[src/rtl/ccd_cds_sampler.sv]
// Correlated-double-sampling sequencer: watches CCD phases and issues reset/signal
// ADC sample strobes with pixel/line tracking and sticky sequencing error flags.
module ccd_cds_sampler #(
    parameter int N_PIX   = 1024,
    parameter int N_LINES = 1024,
    parameter int DELAY_R = 4,
    parameter int DELAY_S = 4
) (
    input  logic        i_clk,
    input  logic        i_rst,
    input  logic        i_enable,
    input  logic        i_phi_r,
    input  logic        i_phi_l2,
    input  logic        i_phi_p,
    input  logic        i_err_clr,
    output logic        o_shr,
    output logic        o_shs,
    output logic [11:0] o_pix_idx,
    output logic [11:0] o_line_idx,
    output logic        o_eol,
    output logic        o_eof,
    output logic [1:0]  o_err
);

    typedef enum logic [2:0] {
        S_IDLE   = 3'd0,
        S_WAIT_R = 3'd1,
        S_DLY_R  = 3'd2,
        S_WAIT_S = 3'd3,
        S_DLY_S  = 3'd4
    } state_t;

    localparam logic [7:0]  DLY_R_L   = 8'(DELAY_R);
    localparam logic [7:0]  DLY_S_L   = 8'(DELAY_S);
    localparam logic [11:0] PIX_LAST  = 12'(N_PIX - 1);
    localparam logic [11:0] LINE_LAST = 12'(N_LINES - 1);

    state_t      r_state;
    state_t      w_state_nxt;
    logic [7:0]  r_dly;
    logic [7:0]  w_dly_nxt;
    logic        r_phi_r_q1, r_phi_r_q2;
    logic        r_phi_l2_q1, r_phi_l2_q2;
    logic        r_phi_p_q1, r_phi_p_q2;
    logic        r_p_rise;
    logic [11:0] r_pix_cnt;
    logic        r_line_full;
    logic        w_r_fall, w_l2_fall, w_p_rise;
    logic        w_shr, w_shs, w_seq_err;
    logic        w_hold_clr, w_line_adv, w_ovr;
    logic        w_pix_last, w_line_last;

    assign w_r_fall    = r_phi_r_q2 & ~r_phi_r_q1;
    assign w_l2_fall   = r_phi_l2_q2 & ~r_phi_l2_q1;
    assign w_p_rise    = ~r_phi_p_q2 & r_phi_p_q1;
    assign w_pix_last  = (r_pix_cnt == PIX_LAST);
    assign w_line_last = (o_line_idx == LINE_LAST);
    assign w_hold_clr  = ~i_enable | (r_state == S_IDLE);
    // Line advance uses the registered rise so it lines up with the strobe pipeline depth.
    assign w_line_adv  = r_p_rise & (r_state != S_IDLE);
    assign w_ovr       = w_shs & r_line_full;

    // Next-state and strobe decode for the sampling sequence.
    always_comb begin
        w_state_nxt = r_state;
        w_dly_nxt   = r_dly;
        w_shr       = 1'b0;
        w_shs       = 1'b0;
        w_seq_err   = 1'b0;
        if (!i_enable) begin
            w_state_nxt = S_IDLE;
            w_dly_nxt   = 8'd0;
        end else begin
            case (r_state)
                S_IDLE: begin
                    w_state_nxt = S_WAIT_R;
                end
                S_WAIT_R: begin
                    if (w_r_fall) begin
                        w_dly_nxt   = DLY_R_L;
                        w_state_nxt = S_DLY_R;
                    end else begin
                        w_state_nxt = S_WAIT_R;
                    end
                end
                S_DLY_R: begin
                    if (r_dly == 8'd0) begin
                        w_shr       = 1'b1;
                        w_state_nxt = S_WAIT_S;
                    end else begin
                        w_dly_nxt = r_dly - 8'd1;
                    end
                end
                S_WAIT_S, S_DLY_S: begin
                    // A reset-gate fall before the signal strobe means we lost a pixel: resync.
                    if (w_r_fall) begin
                        w_seq_err   = 1'b1;
                        w_dly_nxt   = DLY_R_L;
                        w_state_nxt = S_DLY_R;
                    end else if (r_state == S_WAIT_S) begin
                        if (w_l2_fall) begin
                            w_dly_nxt   = DLY_S_L;
                            w_state_nxt = S_DLY_S;
                        end else begin
                            w_state_nxt = S_WAIT_S;
                        end
                    end else if (r_dly == 8'd0) begin
                        w_shs       = 1'b1;
                        w_state_nxt = S_WAIT_R;
                    end else begin
                        w_dly_nxt = r_dly - 8'd1;
                    end
                end
                default: begin
                    w_state_nxt = S_IDLE;
                    w_dly_nxt   = 8'd0;
                end
            endcase
        end
    end

    // State, edge detection, counters and all registered outputs.
    always_ff @(posedge i_clk) begin
        if (i_rst) begin
            r_state     <= S_IDLE;
            r_dly       <= 8'd0;
            r_phi_r_q1  <= 1'b0;
            r_phi_r_q2  <= 1'b0;
            r_phi_l2_q1 <= 1'b0;
            r_phi_l2_q2 <= 1'b0;
            r_phi_p_q1  <= 1'b0;
            r_phi_p_q2  <= 1'b0;
            r_p_rise    <= 1'b0;
            r_pix_cnt   <= 12'd0;
            r_line_full <= 1'b0;
            o_shr       <= 1'b0;
            o_shs       <= 1'b0;
            o_pix_idx   <= 12'd0;
            o_line_idx  <= 12'd0;
            o_eol       <= 1'b0;
            o_eof       <= 1'b0;
            o_err       <= 2'b00;
        end else begin
            r_phi_r_q1  <= i_phi_r;
            r_phi_r_q2  <= r_phi_r_q1;
            r_phi_l2_q1 <= i_phi_l2;
            r_phi_l2_q2 <= r_phi_l2_q1;
            r_phi_p_q1  <= i_phi_p;
            r_phi_p_q2  <= r_phi_p_q1;
            r_p_rise    <= w_p_rise;
            r_state     <= w_state_nxt;
            r_dly       <= w_dly_nxt;
            o_shr       <= w_shr;
            o_shs       <= w_shs;
            o_eol       <= w_shs & w_pix_last;
            // Set wins over clear when both land in the same cycle.
            o_err       <= (o_err & ~{2{i_err_clr}}) | {w_ovr, w_seq_err};
            if (w_hold_clr) begin
                r_pix_cnt   <= 12'd0;
                r_line_full <= 1'b0;
                o_pix_idx   <= 12'd0;
                o_line_idx  <= 12'd0;
                o_eof       <= 1'b0;
            end else begin
                o_eof <= w_line_adv & w_line_last;
                if (w_shs) begin
                    o_pix_idx <= r_pix_cnt;
                end
                if (w_line_adv) begin
                    r_pix_cnt   <= 12'd0;
                    r_line_full <= 1'b0;
                    o_line_idx  <= w_line_last ? 12'd0 : o_line_idx + 12'd1;
                end else if (w_shs) begin
                    r_pix_cnt <= w_pix_last ? 12'd0 : r_pix_cnt + 12'd1;
                    if (w_pix_last) begin
                        r_line_full <= 1'b1;
                    end
                end
            end
        end
    end

endmodule

[config.mk]
export PLATFORM = sky130hd
export DESIGN_NAME = ccd_cds_sampler
export DESIGN_NICKNAME = d
export VERILOG_FILES = /design/src/rtl/ccd_cds_sampler.sv
export SDC_FILE = /design/constraint.sdc
export NUM_CORES = 1
export LEC_CHECK = 0
export BUFFER_PORTS_ARGS = -buffer_cell sky130_fd_sc_hd__buf_2
export CORE_UTILIZATION = 30
export CTS_CLUSTER_DIAMETER = 80
export DETAILED_ROUTE_END_ITERATION = 12
export MAX_ROUTING_LAYER = met4
export PLACE_DENSITY = 0.5
export SYNTH_ARGS = -nofsm -noshare
export SYNTH_HDL_FRONTEND = slang
export SYNTH_SLANG_ARGS = --single-unit
[constraint.sdc]
create_clock -name i_clk -period 1.8 [get_ports i_clk]
set_input_delay 0.36 -clock i_clk [delete_from_list [all_inputs] [get_ports i_clk]]
set_output_delay 0.36 -clock i_clk [all_outputs]
set_load 0.005 [all_outputs]
# Word-level counts from Yosys, hierarchy flattened
# Cells that the tools add are included.
# classes
n_addsub,3
eq_ne,10
n_mux,23
bitwise_logic,17
n_reduce_logical,11
# op_table
operator,count
$mux W8,5
$pmux W8 S4,1
$add A12 B1 Y12 const B,2
$eq A12 B10 Y1 const B,2
$mux W12,2
$mux W3,5
$pmux W3 S4,1
$logic_not A8 Y1,1
$mux W1,8
$ne A4 B4 Y1 const B,2
$sub A8 B1 Y8 const B,1
$and A1 B1 Y1,7
$eq A3 B2 Y1 const B,2
$not A1 Y1,6
$reduce_or A2 Y1,3
$reduce_or A3 Y1,2
$ne A2 B2 Y1 const B,2
$reduce_and A2 Y1,2
$eq A3 B1 Y1 const B,1
$eq A3 B3 Y1 const B,1
$logic_not A3 Y1,1
$reduce_and A3 Y1,1
$reduce_bool A3 Y1,1
$and A2 B2 Y2,1
other kinds (4),4
# word_totals
ff_bits,61
input_bits,7
output_inout_bits,30

# Longest topological paths before layout
# logic_depth
depth_word,8
ltp_mapped,9
mapped_depth_nobuf,7

# Least setup slack after synthesis
# No wires, ideal clock.
# synth_timing
path_type,register -> register
startpoint,register r_dly[0]
endpoint,register r_pix_cnt[0]
setup_time_ns,0.066
arrival_ns,1.662
setup_slack_ns,0.072
stages_incl_launch_ff,9
cell_sequence,dfxtp_1 -> inv_1 -> ha_1 -> nor4b_4 -> nand2_2 -> or2_1 -> buf_6 -> a311o_1 -> a21oi_2
# synth_via
elab_chain_cells,6
# synth_rtl
element,line_no,text
from (decl),40,logic [7:0] r_dly;
from (signal assigned),152,r_dly <= w_dly_nxt;
$logic_not A8 Y1,107,end else if (r_dly == 8'd0) begin
$mux W1,107,
$mux W1,100,end else if (r_state == S_WAIT_S) begin
$mux W1,96,if (w_r_fall) begin
$mux W1,74,case (r_state)
$mux W1,70,if (!i_enable) begin
to (signal assigned),174,r_pix_cnt <= w_pix_last ? 12'd0 : r_pix_cnt + 12'd1;
to (decl),46,logic [11:0] r_pix_cnt;
# Every way passes these cells.
# A chain may end at the register's enable or synchronous reset.

# Worst setup path in the final report
# layout_timing
startpoint,register r_dly[4]
endpoint,register r_dly[2]
# layout_via
elab_chain_cells,5
# layout_rtl
element,line_no
$logic_not A8 Y1 (*),"87, 107"
$mux W8 (*),-
$mux W8 (2 in a row),-
$pmux W8 S4 (*),-
# Mark *: on every way between the ends. The rest lies on a longest branch, timed or not.

==> metrics.md <==
| Metric | Value |
|---|---|
| Status | `completed` |
| Layout cells sized above 1 | `a little over a quarter` |
| Max Freq | `between 500 and 600 MHz` |
| Antenna cells | `0` |
| GRT Total Usage | `14.7%` |
| Die area | `9350 um2` |
| Lkg Pwr | `roughly 1.3 nW` |
| Core ar. | `~8700 um2` |
| Syn_nets | `327` |
| Wire length on met2 | `~2800 um` |
| Area delta synth->final | `29.7%` |
| Latest clock arrival within the worst-skew pair | `roughly 0.34 ns` |
| Slowest cell on crit path | `or3_4` |
| Largest fanout on the critical path | `5` |
| Clk network pwr share | `between 40% and 50%` |
| Overflow after GRT | `0` |
| Max clock buf depth | `2` |
| Endpoints failing setup | `0` |
| Post-detail-place hpwl | `4720 um` |
| Detail Route met3 WL | `about 290 um` |
| Max_cap viols | `0` |
| Die H | `roughly 97 um` |
| IO Pins | `37` |
| Die width | `96.7 um` |
| Reg2Reg Depth | `5` |
| Via density per instance | `between 4 and 5` |
| Critical path startpoint category | `register` |
| Final Hold Viols | `0` |
| Mean area per synthesized cell | `between 8 and 9 um2` |
| Std cell rows | `34` |
| Switching power | `0.585 mW` |
| Path category of the worst min-delay check | `in -> reg` |
| Register share of total power | `51.4%` |
| Top post-synthesis cells by area | `dfxtp_1, nand2_1, nor2_1` |
| M1 WL | `roughly 3200 um` |
| Largest net degree at the start of global routing | `19` |
| Final Skew | `0.00743 ns` |
| Vias in the first global route | `roughly 2200` |
| Post-synth top area cell | `dfxtp_1` |
| FF-to-FF End | `r_dly[2]` |
| Hold slack | `around 0.24 ns` |
| H-tree Lvls | `3` |
| Post-synth EDFFs | `0` |
| Synth Register Bits | `61` |
| Antenna violation net count after detailed routing | `0` |
| Distinct cell type count after synthesis | `52` |
| Clock Tree Root | `clkbuf_8` |
| Hold path endpoint | `r_phi_l2_q1` |
| Initial Util | `30.9%` |
| Total CTS buffers | `9` |
| Min-delay src | `i_phi_l2` |
| Max incr delay on CP | `0.41 ns` |
| Finished Cell Area | `around 3500 um2` |
| CTS tree | `built` |
| Worst hold stages | `2` |
| Starting DRC count in detailed routing | `85` |
| Seq/Total Area, Yosys | `roughly 45%` |
| Initial antenna violation count | `0` |
| Final #Nets | `a little under 400` |
| Drt wl/cell | `13.2 um` |
| Comb pwr share | `between 3 and 4%` |
| Final slew viol count | `0` |
| Commonest cells post-synth | `dfxtp_1, nand2_1, nor2_1` |
| Crit end category | `register` |
| Pwr dens | `roughly 760 nW/um2` |
| Crit path DAT | `1.93 ns` |
| CTS clock-pin slew for the worst setup and hold paths | `~0.07 ns` |
| Placer Congestion | `approximately 0.86` |
| Worst endpoint required time | `~2 ns` |
| DP Area | `between 3000 and 4000 um2` |
| Most frequent cell after synthesis | `dfxtp_1` |
| Async SR Flop Fraction | `0%` |
| Net Sw Frac | `22.1%` |
| Post-synthesis cell count | `about 320` |
| Final worst path period share | `94.1%` |
| IO Port Bufs | `36` |
| Vias post-DR | `about 2400` |
| Period minus WS final | `1.69 ns` |
| Clock Sinks | `61` |
| First-pass GRT wire length | `roughly 11000 um` |
| Dpl cells | `between 400 and 500` |
| Detailed Route WL | `6550 um` |
| Post-Syn Area | `between 2000 and 3000 um2` |
| DRT Pass-1 Iters | `4` |
| R2R Setup Slk | `between 0.1 and 0.15 ns` |
| Worst Tran Pin Value | `0.485 ns` |
| CP Cell Sequence | `or3_4 -> nor3_4 -> nor2_1 -> or3_1 -> a32o_1` |
| Ys flop type | `dfxtp_1` |
| Synth warnings | `0` |
| Int Power | `2.07 mW` |
| Slew HR | `approximately two thirds` |
| Reg2reg start | `r_dly[4]` |
| Highest routed layer | `met4` |
| Post-Layout Cell Count | `496` |
| Hold-fix buffers at CTS | `0` |
| DRC | `0` |
| Area share of the largest cell type after synthesis | `between 40% and 50%` |
| Max IR drop VDD | `between 0.3 and 0.4 mV` |
| WS Path Type | `reg -> reg` |
## metrics by stage
stage | util (%) | setup WS (ns) | TNS [ns] | total power, mW
6_report | 40.0 | 0.107 | 0 | 2.65
5_1_grt | 40.0 | -0.00443 | -0.0117 | 2.77
4_1_cts | 38.4 | 0.0309 | 0 | 2.69
3_5_place_dp | 36.2 | 0.0423 | 0 | 1.48
3_3_place_gp | 36.2 | 0.0412 | 0 | 1.48
2_1_floorplan | - | 0.0720 | 0 | 1.44
## final cells by class
class                   instances  area [um2]
fillers                       899        5230
clock buffers                  12         145
flip-flops and latches         61        1220
well taps                     108         135
multi-input cells             234        1470
inverters                       8        30.0
repair buffers                 69         435
clock inverters                 4        47.5
## worst max path at each step
stage	start	to	cells past startpoint
floorplan	r_dly[0]	r_pix_cnt[0]	8
global placement	r_dly[0]	r_pix_cnt[3]	8
detailed placement	r_dly[3]	r_dly[2]	5
CTS	r_dly[0]	r_pix_cnt[3]	8
global route	r_dly[0]	r_pix_cnt[11]	8
finish	r_dly[4]	r_dly[2]	5
## worst max-delay path: cells and delay by family (launching register included)
kind / cells / cell delay (ns)
compound gates: 1 / 0.25
flops: 1 / 0.37
simple gates: 4 / 0.97
## cell families after synthesis
family | after synthesis | share of synthesized area, %
adders and majority gates | 3 | 1.39
muxes | 1 | 0.372
buffers and inverters | 22 | 3.58
xor gates and xnor gates | 20 | 6.51
and+or+nand+nor | 155 | 29.7
AOI/OAI and AO/OA | 55 | 13.1
DFF | 61 | 45.4
## routing by layer
metal  track usage [%]  vias to the layer above
li1                  -                     1225
met1              18.9                     1136
met2              20.6                       66
met3              3.54                       17
met4              9.18                        0
met5                 -                        -
## sequential cells by signal (all words and copies together) (netlist names)
| name | flops |
|---|---|
| r_phi_r_q1 | 1 |
| o_eof | 1 |
| o_pix_idx | 12 |
| r_phi_r_q2 | 1 |
| r_phi_p_q2 | 1 |
| o_shs | 1 |
| o_err | 2 |
| r_phi_l2_q1 | 1 |
| o_eol | 1 |
| r_pix_cnt | 12 |
| r_p_rise | 1 |
| r_phi_p_q1 | 1 |
| o_line_idx | 12 |
| r_dly | 8 |
| o_shr | 1 |
| r_state | 3 |
| r_line_full | 1 |
| r_phi_l2_q2 | 1 |
## cell usage in the layout, fill, tap and decap left out, drive strengths merged, types with 3 or more instances in the layout
| master | count |
|---|---|
| nor2b | 13 |
| nor2 | 42 |
| o21ai | 8 |
| nor3 | 7 |
| a21oi | 25 |
| o22ai | 4 |
| ha | 3 |
| buf | 69 |
| nand2 | 45 |
| nand3 | 11 |
| o31ai | 5 |
| dfxtp | 61 |
| and2 | 3 |
| xor2 | 9 |
| nand4 | 7 |
| and3 | 5 |
| nor4 | 8 |
| xnor2 | 11 |
| clkbuf | 12 |
| inv | 8 |
## repair_timing
item / in CTS / in global routing
setup buffers: 0 / 3
hold endpoints to repair: 0 / 0
gates resized for setup: 0 / 22
endpoints found under the setup margin: 0 / 35
## power groups by stage
stage	Combinational [mW]	Sequential, mW	Clock (mW)
final	0.0820	1.36	1.21
after global routing	0.0902	1.36	1.32
after CTS	0.0825	1.36	1.25
after detailed placement	0.0822	1.39	0
after global placement	0.0819	1.39	0
after floorplan	0.0464	1.39	0
(Power assumes the default switching activity.)
